File: src/rtl/axil_arb_pkg.sv
// axil_arb_pkg: shared types and constants for the AXI4-Lite master arbiter.
// Holds the sequencer state encoding and bus constants.
package axil_arb_pkg;

   localparam int DATA_W = 32;

   localparam logic [1:0] RESP_OKAY = 2'b00;

   typedef enum logic [2:0] {
      ST_IDLE,
      ST_WR,
      ST_WR_RESP,
      ST_RD_ADDR,
      ST_RD_DATA,
      ST_DONE
   } state_t;

endpackage

File: src/rtl/axil_master_arbiter_if.sv
// axil_master_arbiter_if: AXI4-Lite channel bundle (no WSTRB, full words).
// master modport drives AW/W/AR and the B/R ready lines.
interface axil_master_arbiter_if #(
   parameter int ADDR_W = 4
);
   import axil_arb_pkg::*;

   logic [ADDR_W-1:0] AWADDR;
   logic              AWVALID;
   logic              AWREADY;
   logic [DATA_W-1:0] WDATA;
   logic              WVALID;
   logic              WREADY;
   logic [1:0]        BRESP;
   logic              BVALID;
   logic              BREADY;
   logic [ADDR_W-1:0] ARADDR;
   logic              ARVALID;
   logic              ARREADY;
   logic [DATA_W-1:0] RDATA;
   logic [1:0]        RRESP;
   logic              RVALID;
   logic              RREADY;

   modport master (
      output AWADDR, AWVALID, WDATA, WVALID, BREADY,
      output ARADDR, ARVALID, RREADY,
      input  AWREADY, WREADY, BRESP, BVALID,
      input  ARREADY, RDATA, RRESP, RVALID
   );

   modport slave (
      input  AWADDR, AWVALID, WDATA, WVALID, BREADY,
      input  ARADDR, ARVALID, RREADY,
      output AWREADY, WREADY, BRESP, BVALID,
      output ARREADY, RDATA, RRESP, RVALID
   );

endinterface

File: src/rtl/axil_rr_arbiter.sv
// axil_rr_arbiter: two-way round-robin, one-hot grant.
// Pointer moves only when the grant is accepted.
module axil_rr_arbiter (
   input  logic       clk,
   input  logic       rst_n,
   input  logic [1:0] req,
   input  logic       accept,
   output logic [1:0] gnt
);

   // 1 = requester 1 was granted most recently
   logic last;

   // Lone requester wins; contention goes to the one not served last.
   always_comb begin
      gnt = 2'b00;
      unique case (req)
         2'b01:   gnt = 2'b01;
         2'b10:   gnt = 2'b10;
         2'b11:   gnt = last ? 2'b01 : 2'b10;
         default: gnt = 2'b00;
      endcase
   end

   // Start as if requester 1 went last so requester 0 wins first.
   always_ff @(posedge clk or negedge rst_n) begin
      if (!rst_n)
         last <= 1'b1;
      else if (accept)
         last <= gnt[1];
   end

endmodule

File: src/rtl/axil_master_arbiter.sv
// axil_master_arbiter: two requesters onto one AXI4-Lite master port.
// Define AXIL_ARB_ERR_EN to flag nonzero BRESP/RRESP on req_err.
module axil_master_arbiter
   import axil_arb_pkg::*;
#(
   parameter int ADDR_W = 4
) (
   input  logic                   ACLK,
   input  logic                   ARESETn,
   input  logic [1:0]             req_valid,
   input  logic [1:0]             req_we,
   input  logic [1:0][ADDR_W-1:0] req_addr,
   input  logic [1:0][DATA_W-1:0] req_wdata,
   output logic [1:0]             req_done,
   output logic [DATA_W-1:0]      req_rdata,
   output logic [1:0]             req_err,
   axil_master_arbiter_if.master  axi
);

   state_t     state;
   logic [1:0] gnt;
   logic [1:0] gnt_q;
   logic       accept;
   logic       sel;
   logic       aw_done;
   logic       w_done;
   logic       aw_fin;
   logic       w_fin;

   assign accept = (state == ST_IDLE) && (req_valid != 2'b00);
   assign sel    = gnt[1];
   assign aw_fin = aw_done | (axi.AWVALID & axi.AWREADY);
   assign w_fin  = w_done | (axi.WVALID & axi.WREADY);

   axil_rr_arbiter u_rr (
      .clk    (ACLK),
      .rst_n  (ARESETn),
      .req    (req_valid),
      .accept (accept),
      .gnt    (gnt)
   );

`ifndef AXIL_ARB_ERR_EN
   logic [3:0] unused_resp;

   assign unused_resp = {axi.BRESP, axi.RRESP};
   assign req_err     = 2'b00;
`endif

   // Transaction sequencer; every AXI and requester output is a register.
   always_ff @(posedge ACLK or negedge ARESETn) begin
      if (!ARESETn) begin
         state       <= ST_IDLE;
         gnt_q       <= 2'b00;
         aw_done     <= 1'b0;
         w_done      <= 1'b0;
         axi.AWADDR  <= '0;
         axi.AWVALID <= 1'b0;
         axi.WDATA   <= '0;
         axi.WVALID  <= 1'b0;
         axi.BREADY  <= 1'b0;
         axi.ARADDR  <= '0;
         axi.ARVALID <= 1'b0;
         axi.RREADY  <= 1'b0;
         req_done    <= 2'b00;
         req_rdata   <= '0;
`ifdef AXIL_ARB_ERR_EN
         req_err     <= 2'b00;
`endif
      end else begin
         req_done <= 2'b00;
`ifdef AXIL_ARB_ERR_EN
         req_err  <= 2'b00;
`endif
         unique case (state)
            ST_IDLE: begin
               if (accept) begin
                  gnt_q   <= gnt;
                  aw_done <= 1'b0;
                  w_done  <= 1'b0;
                  if (req_we[sel]) begin
                     state       <= ST_WR;
                     axi.AWADDR  <= req_addr[sel];
                     axi.WDATA   <= req_wdata[sel];
                     axi.AWVALID <= 1'b1;
                     axi.WVALID  <= 1'b1;
                  end else begin
                     state       <= ST_RD_ADDR;
                     axi.ARADDR  <= req_addr[sel];
                     axi.ARVALID <= 1'b1;
                  end
               end
            end
            ST_WR: begin
               if (axi.AWVALID && axi.AWREADY) begin
                  axi.AWVALID <= 1'b0;
                  aw_done     <= 1'b1;
               end
               if (axi.WVALID && axi.WREADY) begin
                  axi.WVALID <= 1'b0;
                  w_done     <= 1'b1;
               end
               if (aw_fin && w_fin) begin
                  state      <= ST_WR_RESP;
                  axi.BREADY <= 1'b1;
               end
            end
            ST_WR_RESP: begin
               if (axi.BVALID) begin
                  state      <= ST_DONE;
                  axi.BREADY <= 1'b0;
                  req_done   <= gnt_q;
                  req_rdata  <= '0;
`ifdef AXIL_ARB_ERR_EN
                  if (axi.BRESP != RESP_OKAY)
                     req_err <= gnt_q;
`endif
               end
            end
            ST_RD_ADDR: begin
               if (axi.ARREADY) begin
                  state       <= ST_RD_DATA;
                  axi.ARVALID <= 1'b0;
                  axi.RREADY  <= 1'b1;
               end
            end
            ST_RD_DATA: begin
               if (axi.RVALID) begin
                  state      <= ST_DONE;
                  axi.RREADY <= 1'b0;
                  req_done   <= gnt_q;
                  req_rdata  <= axi.RDATA;
`ifdef AXIL_ARB_ERR_EN
                  if (axi.RRESP != RESP_OKAY)
                     req_err <= gnt_q;
`endif
               end
            end
            ST_DONE: begin
               state <= ST_IDLE;
            end
            default: begin
               state <= ST_IDLE;
            end
         endcase
      end
   end

endmodule

File: src/flat_wrapper.sv
// flat-port wrapper written by rule: the top's interface ports become plain ports
module axil_master_arbiter_flat import axil_arb_pkg::*;
#(
   parameter int ADDR_W = 4
)
  (ACLK, ARESETn, req_valid, req_we, req_addr, req_wdata, req_done, req_rdata, req_err, axi_AWADDR, axi_AWVALID, axi_WDATA, axi_WVALID, axi_BREADY, axi_ARADDR, axi_ARVALID, axi_RREADY, axi_AWREADY, axi_WREADY, axi_BRESP, axi_BVALID, axi_ARREADY, axi_RDATA, axi_RRESP, axi_RVALID);
  axil_master_arbiter_if #(.ADDR_W(ADDR_W)) axi_i ();
  input  logic ACLK;
  input  logic ARESETn;
  input  logic [1:0] req_valid;
  input  logic [1:0] req_we;
  input  logic [1:0][ADDR_W-1:0] req_addr;
  input  logic [1:0][DATA_W-1:0] req_wdata;
  output logic [1:0] req_done;
  output logic [DATA_W-1:0] req_rdata;
  output logic [1:0] req_err;
  output wire logic [$bits(axi_i.AWADDR)-1:0] axi_AWADDR;
  output wire logic [$bits(axi_i.AWVALID)-1:0] axi_AWVALID;
  output wire logic [$bits(axi_i.WDATA)-1:0] axi_WDATA;
  output wire logic [$bits(axi_i.WVALID)-1:0] axi_WVALID;
  output wire logic [$bits(axi_i.BREADY)-1:0] axi_BREADY;
  output wire logic [$bits(axi_i.ARADDR)-1:0] axi_ARADDR;
  output wire logic [$bits(axi_i.ARVALID)-1:0] axi_ARVALID;
  output wire logic [$bits(axi_i.RREADY)-1:0] axi_RREADY;
  input wire logic [$bits(axi_i.AWREADY)-1:0] axi_AWREADY;
  input wire logic [$bits(axi_i.WREADY)-1:0] axi_WREADY;
  input wire logic [$bits(axi_i.BRESP)-1:0] axi_BRESP;
  input wire logic [$bits(axi_i.BVALID)-1:0] axi_BVALID;
  input wire logic [$bits(axi_i.ARREADY)-1:0] axi_ARREADY;
  input wire logic [$bits(axi_i.RDATA)-1:0] axi_RDATA;
  input wire logic [$bits(axi_i.RRESP)-1:0] axi_RRESP;
  input wire logic [$bits(axi_i.RVALID)-1:0] axi_RVALID;
  assign axi_AWADDR = axi_i.AWADDR;
  assign axi_AWVALID = axi_i.AWVALID;
  assign axi_WDATA = axi_i.WDATA;
  assign axi_WVALID = axi_i.WVALID;
  assign axi_BREADY = axi_i.BREADY;
  assign axi_ARADDR = axi_i.ARADDR;
  assign axi_ARVALID = axi_i.ARVALID;
  assign axi_RREADY = axi_i.RREADY;
  assign axi_i.AWREADY = axi_AWREADY;
  assign axi_i.WREADY = axi_WREADY;
  assign axi_i.BRESP = axi_BRESP;
  assign axi_i.BVALID = axi_BVALID;
  assign axi_i.ARREADY = axi_ARREADY;
  assign axi_i.RDATA = axi_RDATA;
  assign axi_i.RRESP = axi_RRESP;
  assign axi_i.RVALID = axi_RVALID;
  axil_master_arbiter #(.ADDR_W(ADDR_W)) u_core (.ACLK(ACLK), .ARESETn(ARESETn), .req_valid(req_valid), .req_we(req_we), .req_addr(req_addr), .req_wdata(req_wdata), .req_done(req_done), .req_rdata(req_rdata), .req_err(req_err), .axi(axi_i));
endmodule
File: config.mk
export PLATFORM = sky130hd
export DESIGN_NAME = axil_master_arbiter_flat
export DESIGN_NICKNAME = d
export VERILOG_FILES = /design/src/rtl/axil_arb_pkg.sv /design/src/rtl/axil_master_arbiter_if.sv /design/src/rtl/axil_rr_arbiter.sv /design/src/rtl/axil_master_arbiter.sv /design/src/flat_wrapper.sv
export SDC_FILE = /design/constraint.sdc
export NUM_CORES = 1
export LEC_CHECK = 0
export ABC_AREA = 1
export BUFFER_PORTS_ARGS = -buffer_cell sky130_fd_sc_hd__buf_2
export CORE_MARGIN = 1
export CORE_UTILIZATION = 40
export CTS_CLUSTER_SIZE = 25
export DETAILED_ROUTE_END_ITERATION = 8
export PLACE_DENSITY = 0.82
export REMOVE_ABC_BUFFERS = 1
export SYNTH_ARGS = -nofsm -noshare
export SYNTH_HDL_FRONTEND = slang
export SYNTH_SLANG_ARGS = --single-unit
File: constraint.sdc
create_clock -name ACLK -period 3.9 [get_ports ACLK]
set_input_delay 0.39 -clock ACLK [delete_from_list [all_inputs] [get_ports ACLK]]
set_output_delay 0.39 -clock ACLK [all_outputs]
set_load 0.01 [all_outputs]
==> results.py, run 1 <==
metrics = {
    "global_routing": {
        "grt_pass1_vias": 3293,
        "grt_max_degree": 65,
        "track_usage_pct": 18.35,
        "met2_usage_pct": 31.70,
        "grtUsageMet1_pct": 22.32,
        "grt_overflow": 0,
        "met3_usage_pct": 5.176,
        "grt_first_pass_wirelength_um": 14750,
        "antenna_found_initial": 0,
        "top_usage_layer": "met2",
    },
    "job": {
        "drv_cap": 0,
    },
    "setup_path": {
        "r2r_setup_slack_ns": 1.36,
        "cp_slowest_cell": "dfstp_2",
        "startpoint": "u_core.u_rr.last$_DFFE_PN1P_",
        "cp-end-kind": "flip-flop",
        "crit_chain": "nand2_1 -> nand2_1 -> buf_4 -> nand2_1 -> nand2_1 -> inv_1 -> nor2_8 -> inv_2 -> nand2_1 -> nand2_1",
        "cp_slowest_stage_delay_ns": 0.55,
        "cp-start-kind": "flip-flop",
        "r2r-start": "u_core.u_rr.last$_DFFE_PN1P_",
        "crit_arrival_ns": 2.76,
        "crit_path_end": "u_core.axi.WDATA[7]$_DFFE_PN0P_",
        "required_ns": 4.12,
        "critical_path_class": "reg -> reg",
        "crit_path_frequent_cell": "nand2_1",
        "critPathMaxFanout": 38,
        "r2r_cells": 10,
        "reg2reg_to": "u_core.axi.WDATA[7]$_DFFE_PN0P_",
    },
    "floorplanning": {
        "io_pins": 200,
        "start_util_pct": 42.07,
        "die-width_um": 101.5,
        "die_height_um": 101.5,
        "core-area_sq_um": 9415,
        "die-area_sq_um": 10310,
        "rows": 35,
    },
    "clock_tree": {
        "path_clk_slew_ns": 0.09,
        "ctsHoldBuffers": 0,
        "cts_buffer_depth": 2,
        "cts_buffers": 9,
        "clock_sinks": 87,
        "cts_max_level": 3,
        "cts_setup_buffers": 0,
        "cts_tree": "yes",
        "worstSkewPairLatency_ns": 0.34,
        "cts-root-buf": "clkbuf_8",
        "ctsResizeCount": 0,
    },
    "finish": {
        "drive_above_1_share_pct": 29.97,
        "final_area_sq_um": 5202,
        "stdcell_count": 853,
        "fin_nets": 838,
        "diodes": 0,
        "fill_cells": 914,
        "syn_to_final_growth_pct": 31.33,
        "utilization_pct": 55.26,
    },
    "synthesis": {
        "yosysMostFrequentCell": "nand2_1",
        "syn_inst": 535,
        "synth_area_leaders": "dfrtp_1, nand2_1, inv_1, nand3_1, nor2_1",
        "synth.top_cell.area_share_pct": 54.33,
        "synthTopCellsByCount": "nand2_1, dfrtp_1, inv_1",
        "post_synth_instance_area_sq_um": 3961,
        "async_flop_share_pct": 100.0,
        "ys_seq_area_share_pct": 54.99,
        "synth_area_per_cell_sq_um": 7.404,
        "ys_warn_count": 0,
        "yosysUniqueCellTypes": 22,
        "synth-edff-count": 0,
        "ys.flop_type": "dfrtp_1",
        "ys_seq_elements": 87,
        "yosys.area.top_type": "dfrtp_1",
    },
    "power_and_ir_drop": {
        "p_switching_w": 0.001402,
        "vdd_drop_max_mv": 0.2766,
        "combPwrFrac_pct": 39.4,
        "powerDensity_nw_per_um2": 688.4,
        "p_seq_share_pct": 41.7,
        "swShare_pct": 39.15,
        "intPower_w": 0.002179,
        "clkPwrFrac_pct": 18.9,
        "p_leak_nw": 3.306,
    },
    "sta": {
        "slew_violations": 0,
        "fin_skew_ns": 0.01135,
        "fmax_ghz": 0.3943,
        "rsz0062_at_grt": "no",
        "relSlewSlack_pct": 33.43,
        "tns_ns": 0,
        "post-route-period-util_pct": 65.03,
        "fin_hold_ws_ns": 0.1060,
        "hold_viol": 0,
        "worst_slew_pin_slew_ns": 0.9925,
        "setup_viol": 0,
        "min_period_ns": 2.536,
    },
    "detailed_routing": {
        "first_iter_violations": 92,
        "num_vias": 3788,
        "ant_nets": 0,
        "drc": 0,
        "wirelength_um": 9466,
        "viasPerCell": 4.441,
        "dr.pass1.iters": 7,
        "wl_per_cell_um": 11.10,
    },
    "place": {
        "dpl_cell_area_sq_um": 4984,
        "gp_congestion": 0.8408,
        "portBuffers": 193,
        "placedCellCount": 837,
        "hpwl_um": 7028,
    },
    "run_status": {
        "status": "finished clean",
    },
    "min_path": {
        "min_path_type": "in -> async",
    },
}
==> power by group through the flow <==
stage | Clock (W) | Sequential [W] | Combinational (W)
2_1_floorplan | 0 | 0.00165 | 0.000671
3_3_place_gp | 0 | 0.00149 | 0.00141
3_5_place_dp | 0 | 0.00150 | 0.00145
4_1_cts | 0.000696 | 0.00150 | 0.00144
5_1_grt | 0.000729 | 0.00154 | 0.00162
6_report | 0.000676 | 0.00149 | 0.00141
==> state kept, by name, indices dropped and copies added, names as in the netlist, 2 cells and up <==
| signal | count |
|---|---|
| u_core.req_rdata | 32 |
| u_core.gnt_q | 2 |
| u_core.axi.AWADDR | 4 |
| u_core.axi.WDATA | 32 |
| u_core.state | 3 |
| u_core.axi.ARADDR | 4 |
| u_core.req_done | 2 |
==> cells in the final DEF, fill, tap and decap left out, drive strengths merged <==
cell type	n
inv	21
clkbuf	9
dfstp	1
clkinv	5
o22ai	1
conb	2
o21ai	5
clkinvlp	1
nand3	10
o21a	1
nand2	368
bufinv	2
a21oi	4
dfrtp	86
nor2	13
buf	195
==> worst min path at each step <==
stage / endpoint / slack (ns)
global route: u_core.req_rdata[14]$_DFFE_PN0P_ / 0.17
floorplan: u_core.aw_done$_DFFE_PN0P_ / 0.09
detailed placement: u_core.req_rdata[1]$_DFFE_PN0P_ / 0.45
finish: u_core.req_rdata[19]$_DFFE_PN0P_ / 0.11
global placement: u_core.req_rdata[7]$_DFFE_PN0P_ / 0.45
CTS: u_core.req_rdata[26]$_DFFE_PN0P_ / 0.14
==> cells by family (layout without fill, tap and decap cells) <==
group,Yosys count,in the layout,share of synthesized area [%]
buffers and inverters,45,233,5.275
other,1,2,0.09467
AND/OR/NAND/NOR,391,391,38.16
flip-flops,87,87,54.99
AO/OA/AOI/OAI,11,11,1.485
==> critical path, delay by kind of cell, from the launching register on <==
kind	cells	cell delay [ns]
simple gates	7	1.01
buf+inv	3	0.84
flops	1	0.55
==> layout make-up <==
cell class                      instances  area, sq um  area share, %
Sequential cell                        87         2178          41.87
Multi-Input combinational cell        404         1578          30.33
Clock buffer                            9        123.9          2.381
Timing Repair Buffer                  195        983.4          18.90
Inverter                               22        82.58          1.587
Tap cell                              129        161.4          3.102
Clock inverter                          7        95.09          1.828
==> per-layer routing <==
metal  routed length, um  part of all wire, %
met2                4343                   46
met1                4264                   45
met5                   0                    0
met4                 108                  1.1
met3                 749                  7.9
==> stage by stage <==
| step | total power [W] | setup WS [ns] |
|---|---|---|
| 3_5_place_dp | 0.002944 | 1.312 |
| 5_1_grt | 0.003889 | 1.087 |
| 3_3_place_gp | 0.002895 | 1.347 |
| 2_1_floorplan | 0.002321 | 1.425 |
| 4_1_cts | 0.003627 | 1.298 |
| 6_report | 0.003582 | 1.364 |
Power figures use the tool's default switching activity.
==> run 2, diff against run 1 <==
clock period = 2.5 ns   (was 3.9 ns; I/O delays follow)
==> run 2 against run 1 <==
Via count fell by 1.3%; first-iteration DRC count fell by 11%; maximum frequency rose by 37%; clock power rose by 52%; routed wire length rose by 0.11%; count of clock-buffer cells in the layout rose by 2; utilization rose by 0.50 points; global-route usage rose by 0.42 points; largest cell class unchanged; largest power group unchanged.
==> results.py, run 2 (synthesis gave the netlist of run 1 again) <==
metrics = {
    "run_status": {
        "status": "finished clean",
    },
    "detailed_routing": {
        "dr.pass1.iters": 4,
        "first_iter_violations": 82,
        "drc": 0,
        "viasPerCell": 4.355,
        "num_vias": 3737,
        "wirelength_um": 9476,
        "ant_nets": 0,
        "wl_per_cell_um": 11.04,
    },
    "sta": {
        "fin_skew_ns": 0.01413,
        "tns_ns": 0,
        "timing.final.ws_setup_ns": 0.6509,
        "slew_violations": 0,
        "setup_viol": 0,
        "post-route-period-util_pct": 73.96,
        "min_period_ns": 1.849,
        "rsz0062_at_grt": "no",
        "relSlewSlack_pct": 56.16,
        "fin_hold_ws_ns": 0.1084,
        "fmax_ghz": 0.5408,
        "worst_slew_pin_slew_ns": 0.6566,
        "hold_viol": 0,
    },
    "setup_path": {
        "cp-end-kind": "flip-flop",
        "crit_arrival_ns": 2.07,
        "crit_path_end": "u_core.axi.WDATA[13]$_DFFE_PN0P_",
        "cp-start-kind": "flip-flop",
        "required_ns": 2.72,
        "r2r-start": "u_core.u_rr.last$_DFFE_PN1P_",
        "r2r_setup_slack_ns": 0.65,
        "critical_path_class": "reg -> reg",
        "r2r_cells": 9,
        "reg2reg_to": "u_core.axi.WDATA[13]$_DFFE_PN0P_",
        "critPathMaxFanout": 38,
        "startpoint": "u_core.u_rr.last$_DFFE_PN1P_",
    },
    "min_path": {
        "min_path_type": "in -> reg",
    },
    "finish": {
        "final_cell_mix": "nand2_1, buf_2, dfrtp_1",
        "fin_nets": 843,
        "drive_above_1_share_pct": 30.04,
        "final_common_cell": "nand2_1",
        "diodes": 0,
        "syn_to_final_growth_pct": 32.53,
        "stdcell_count": 858,
        "reg.largest.list": "u_core.axi.WDATA x32, u_core.req_rdata x32",
    },
    "clock_tree": {
        "clock_sinks": 87,
        "cts_setup_buffers": 0,
        "worstSkewPairLatency_ns": 0.34,
        "cts-root-buf": "clkbuf_8",
        "path_clk_slew_ns": 0.09,
        "ctsResizeCount": 0,
        "cts_buffers": 9,
        "ctsHoldBuffers": 1,
        "cts_buffer_depth": 2,
        "cts_max_level": 3,
        "cts_tree": "yes",
    },
    "job": {
        "drv_cap": 0,
    },
    "place": {
        "portBuffers": 193,
        "gp_congestion": 0.7987,
        "post-place-ws_ns": 0.6635,
        "hpwl_um": 6866,
        "placedCellCount": 841,
    },
    "power_and_ir_drop": {
        "p_leak_nw": 3.332,
        "powerDensity_nw_per_um2": 1064,
        "vdd_drop_max_mv": 0.4950,
    },
    "global_routing": {
        "grt_max_degree": 46,
        "antenna_found_initial": 0,
        "grt_overflow": 0,
        "grt_pass1_vias": 3368,
        "grt_first_pass_wirelength_um": 15130,
        "track_usage_pct": 18.77,
    },
    "floorplanning": {
        "rows": 35,
        "start_util_pct": 42.07,
        "die_height_um": 101.5,
        "die-width_um": 101.5,
        "core-area_sq_um": 9415,
        "die-area_sq_um": 10310,
        "io_pins": 200,
    },
}
==> run 2: critical path: stages, from the launching register on <==
cell,delay (ns)
dfstp_2,0.55
nand2_1,0.07
nand2_1,0.07
buf_4,0.36
clkinv_1,0.11
buf_4,0.26
nand2_1,0.11
nand2_1,0.07
nand2_1,0.06
nand2_1,0.06
==> run 2: area by class of cell <==
type / count / area, sq um
clock buffer: 11 / 131.4
clock inverter: 5 / 82.58
fill: 911 / 4165
inverter: 22 / 82.58
multi-input combinational: 404 / 1578
sequential: 87 / 2178
tap: 129 / 161.4
timing repair buffer: 200 / 1036
==> run 2: how the worst min path moves through the flow <==
stage	startpoint	end	slack, ns	depth (start not counted)
floorplan	ARESETn	u_core.aw_done$_DFFE_PN0P_	-0.05	0
global placement	ARESETn	u_core.req_rdata[14]$_DFFE_PN0P_	0.28	1
detailed placement	ARESETn	u_core.req_rdata[14]$_DFFE_PN0P_	0.28	1
CTS	axi_RDATA[10]	u_core.req_rdata[10]$_DFFE_PN0P_	0.09	3
global route	axi_RDATA[15]	u_core.req_rdata[15]$_DFFE_PN0P_	0.09	3
finish	axi_RDATA[14]	u_core.req_rdata[14]$_DFFE_PN0P_	0.11	3
==> run 2: report_power, final <==
group	leakage (nW)	switching [W]	internal, W
clock network	0.107	0.000468	0.000566
logic	2.11	0.00138	0.000856
registers	1.12	0.000320	0.00199
total	3.33	0.00217	0.00342
==> run 2: per-stage QoR <==
step	total power, W	area (sq um)	util [%]
after floorplan	0.003621	3839	-
after global placement	0.004530	5026	53.38
after detailed placement	0.004600	5026	53.38
after CTS	0.005673	5250	55.76
after global routing	0.006082	5250	55.76
final	0.005585	5250	55.76
==> run 2: routing by layer <==
metal	track usage (%)	vias up	routed length [um]
li1	-	1974	-
met1	23.37	1603	4422
met2	31.96	151	4275
met3	4.900	9	681
met4	5.686	0	96
met5	0	-	0
==> run 3, diff against run 2 <==
PLACE_DENSITY = 0.84   (was 0.82)
clock period = 1.7 ns   (was 2.5 ns; I/O delays follow)
==> run 3 against run 2 <==
First-iteration DRC count is 22% higher; power up 47%; final area is 1.2% higher; largest cell class unchanged; largest power group unchanged; highest routed layer unchanged.
==> results.py, run 3 (synthesis gave the netlist of run 1 again) <==
metrics = {
    "place": {
        "hpwl_um": 6806,
        "gp_congestion": 0.8375,
        "portBuffers": 193,
    },
    "finish": {
        "final_common_cell": "nand2_1",
        "reg.largest.list": "u_core.axi.WDATA x32, u_core.req_rdata x32",
        "diodes": 0,
        "multi_input_area_sq_um": 1580,
        "fill_cells": 917,
        "regArea_sq_um": 2178,
        "final_cell_mix": "nand2_1, buf_2, dfrtp_1",
        "fin_nets": 847,
        "utilization_pct": 56.43,
        "drive_above_1_share_pct": 30.83,
        "syn_to_final_growth_pct": 34.11,
    },
    "min_path": {
        "hp-start": "axi_RDATA[6]",
        "min_path_type": "in -> reg",
        "min_delay_path_depth": 3,
        "min_to": "u_core.req_rdata[6]$_DFFE_PN0P_",
    },
    "power_and_ir_drop": {
        "clkPwrFrac_pct": 17.6,
        "p_switching_w": 0.003229,
        "intPower_w": 0.004994,
        "p_leak_nw": 3.347,
        "swShare_pct": 39.27,
        "combPwrFrac_pct": 41.1,
        "vdd_drop_max_mv": 0.5473,
        "p_seq_share_pct": 41.3,
        "powerDensity_nw_per_um2": 1548,
    },
    "sta": {
        "slew_violations": 0,
        "fmax_ghz": 0.6439,
        "fin_hold_ws_ns": 0.02664,
        "hold_viol": 0,
        "min_period_ns": 1.553,
        "rsz0062_at_grt": "no",
        "post-route-period-util_pct": 91.36,
        "setup_viol": 0,
        "fin_skew_ns": 0.01152,
    },
    "clock_tree": {
        "clock_sinks": 87,
        "cts_buffer_depth": 2,
        "cts-root-buf": "clkbuf_8",
        "cts_max_level": 3,
        "cts_buffers": 9,
        "path_clk_slew_ns": 0.09,
        "worstSkewPairLatency_ns": 0.34,
        "cts_tree": "yes",
    },
    "setup_path": {
        "critical_path_class": "reg -> reg",
        "crit_arrival_ns": 1.78,
        "r2r_setup_slack_ns": 0.15,
        "cp-end-kind": "flip-flop",
        "required_ns": 1.93,
        "r2r-start": "u_core.u_rr.last$_DFFE_PN1P_",
        "critPathMaxFanout": 38,
        "cp-start-kind": "flip-flop",
        "r2r_cells": 10,
        "reg2reg_to": "u_core.axi.WDATA[14]$_DFFE_PN0P_",
        "startpoint": "u_core.u_rr.last$_DFFE_PN1P_",
    },
    "global_routing": {
        "grt_pass1_vias": 3452,
        "grt_max_degree": 88,
        "antenna_found_initial": 0,
        "grt_first_pass_wirelength_um": 15070,
        "grt_overflow": 0,
        "track_usage_pct": 18.73,
    },
    "detailed_routing": {
        "dr.pass1.iters": 4,
        "viasPerCell": 4.420,
        "wirelength_um": 9384,
        "drc": 0,
        "num_vias": 3810,
        "ant_nets": 0,
        "wl_per_cell_um": 10.89,
        "first_iter_violations": 100,
    },
    "run_status": {
        "status": "finished clean",
    },
    "floorplanning": {
        "die-width_um": 101.5,
        "die_height_um": 101.5,
        "io_pins": 200,
        "rows": 35,
        "die-area_sq_um": 10310,
        "core-area_sq_um": 9415,
        "start_util_pct": 42.07,
    },
    "job": {
        "drv_cap": 0,
    },
}
==> run 3: stage by stage <==
| stage | cells | instance area [sq um] | worst slack, ns | setup TNS, ns | power, W |
|---|---|---|---|---|---|
| 2_1_floorplan | 513 | 3839 | -0.7750 | -31.49 | 0.005325 |
| 3_3_place_gp | 845 | 5094 | 0.1479 | 0 | 0.006743 |
| 3_5_place_dp | 845 | 5094 | 0.1250 | 0 | 0.006850 |
| 4_1_cts | 862 | 5310 | 0.1068 | 0 | 0.008336 |
| 5_1_grt | 862 | 5313 | 0.02605 | 0 | 0.008966 |
| 6_report | 862 | 5313 | 0.1469 | 0 | 0.008223 |
==> run 3: worst max path at each step <==
stage	to	slack (ns)	cells past startpoint
after floorplan	u_core.axi.AWADDR[0]$_DFFE_PN0P_	-0.78	7
after global placement	u_core.axi.WDATA[13]$_DFFE_PN0P_	0.15	10
after detailed placement	u_core.axi.WDATA[28]$_DFFE_PN0P_	0.13	10
after CTS	u_core.axi.WDATA[2]$_DFFE_PN0P_	0.11	10
after global routing	u_core.axi.WDATA[13]$_DFFE_PN0P_	0.03	10
final	u_core.axi.WDATA[14]$_DFFE_PN0P_	0.15	10
==> run 3: area by class of cell <==
class | instances | share of cell area (%)
multi-input cells | 404 | 29.75
clock buffers | 10 | 2.591
well taps | 129 | 3.038
repair buffers | 204 | 20.77
flip-flops and latches | 87 | 41.00
inverters | 22 | 1.554
clock inverters | 6 | 1.295
==> run 3: power by group through the flow <==
stage	Combinational, W	Sequential (W)	Clock, W
5_1_grt	0.00387	0.00350	0.00160
6_report	0.00338	0.00339	0.00145
2_1_floorplan	0.00154	0.00379	0
4_1_cts	0.00343	0.00339	0.00152
3_5_place_dp	0.00344	0.00341	0
3_3_place_gp	0.00335	0.00339	0
==> run 3: worst max-delay path: stages (launching register included) <==
cell     delay [ns]
dfstp_2        0.54
nand2_1        0.07
nand2_2        0.11
nand2_1        0.07
nand2_1        0.08
inv_1          0.09
nor2_8         0.11
inv_2          0.05
buf_12         0.16
nand2_1        0.08
nand2_1        0.05
==> run 3: metal layers <==
layer  up-vias  GRT usage [%]  part of all wire (%)
met5         -              0                     0
met4         0          5.686                  0.94
met3         8          4.486                   7.3
met2       157          33.78                    48
met1      1666          21.96                    44
li1       1979              -                     -
==> run 3: repair_timing <==
item                                    CTS  global route
endpoints found under the setup margin    0            20
endpoints found under the hold margin    86             0
hold buffers                              1             0
gates resized for setup                   0             2
setup buffers                             0             0
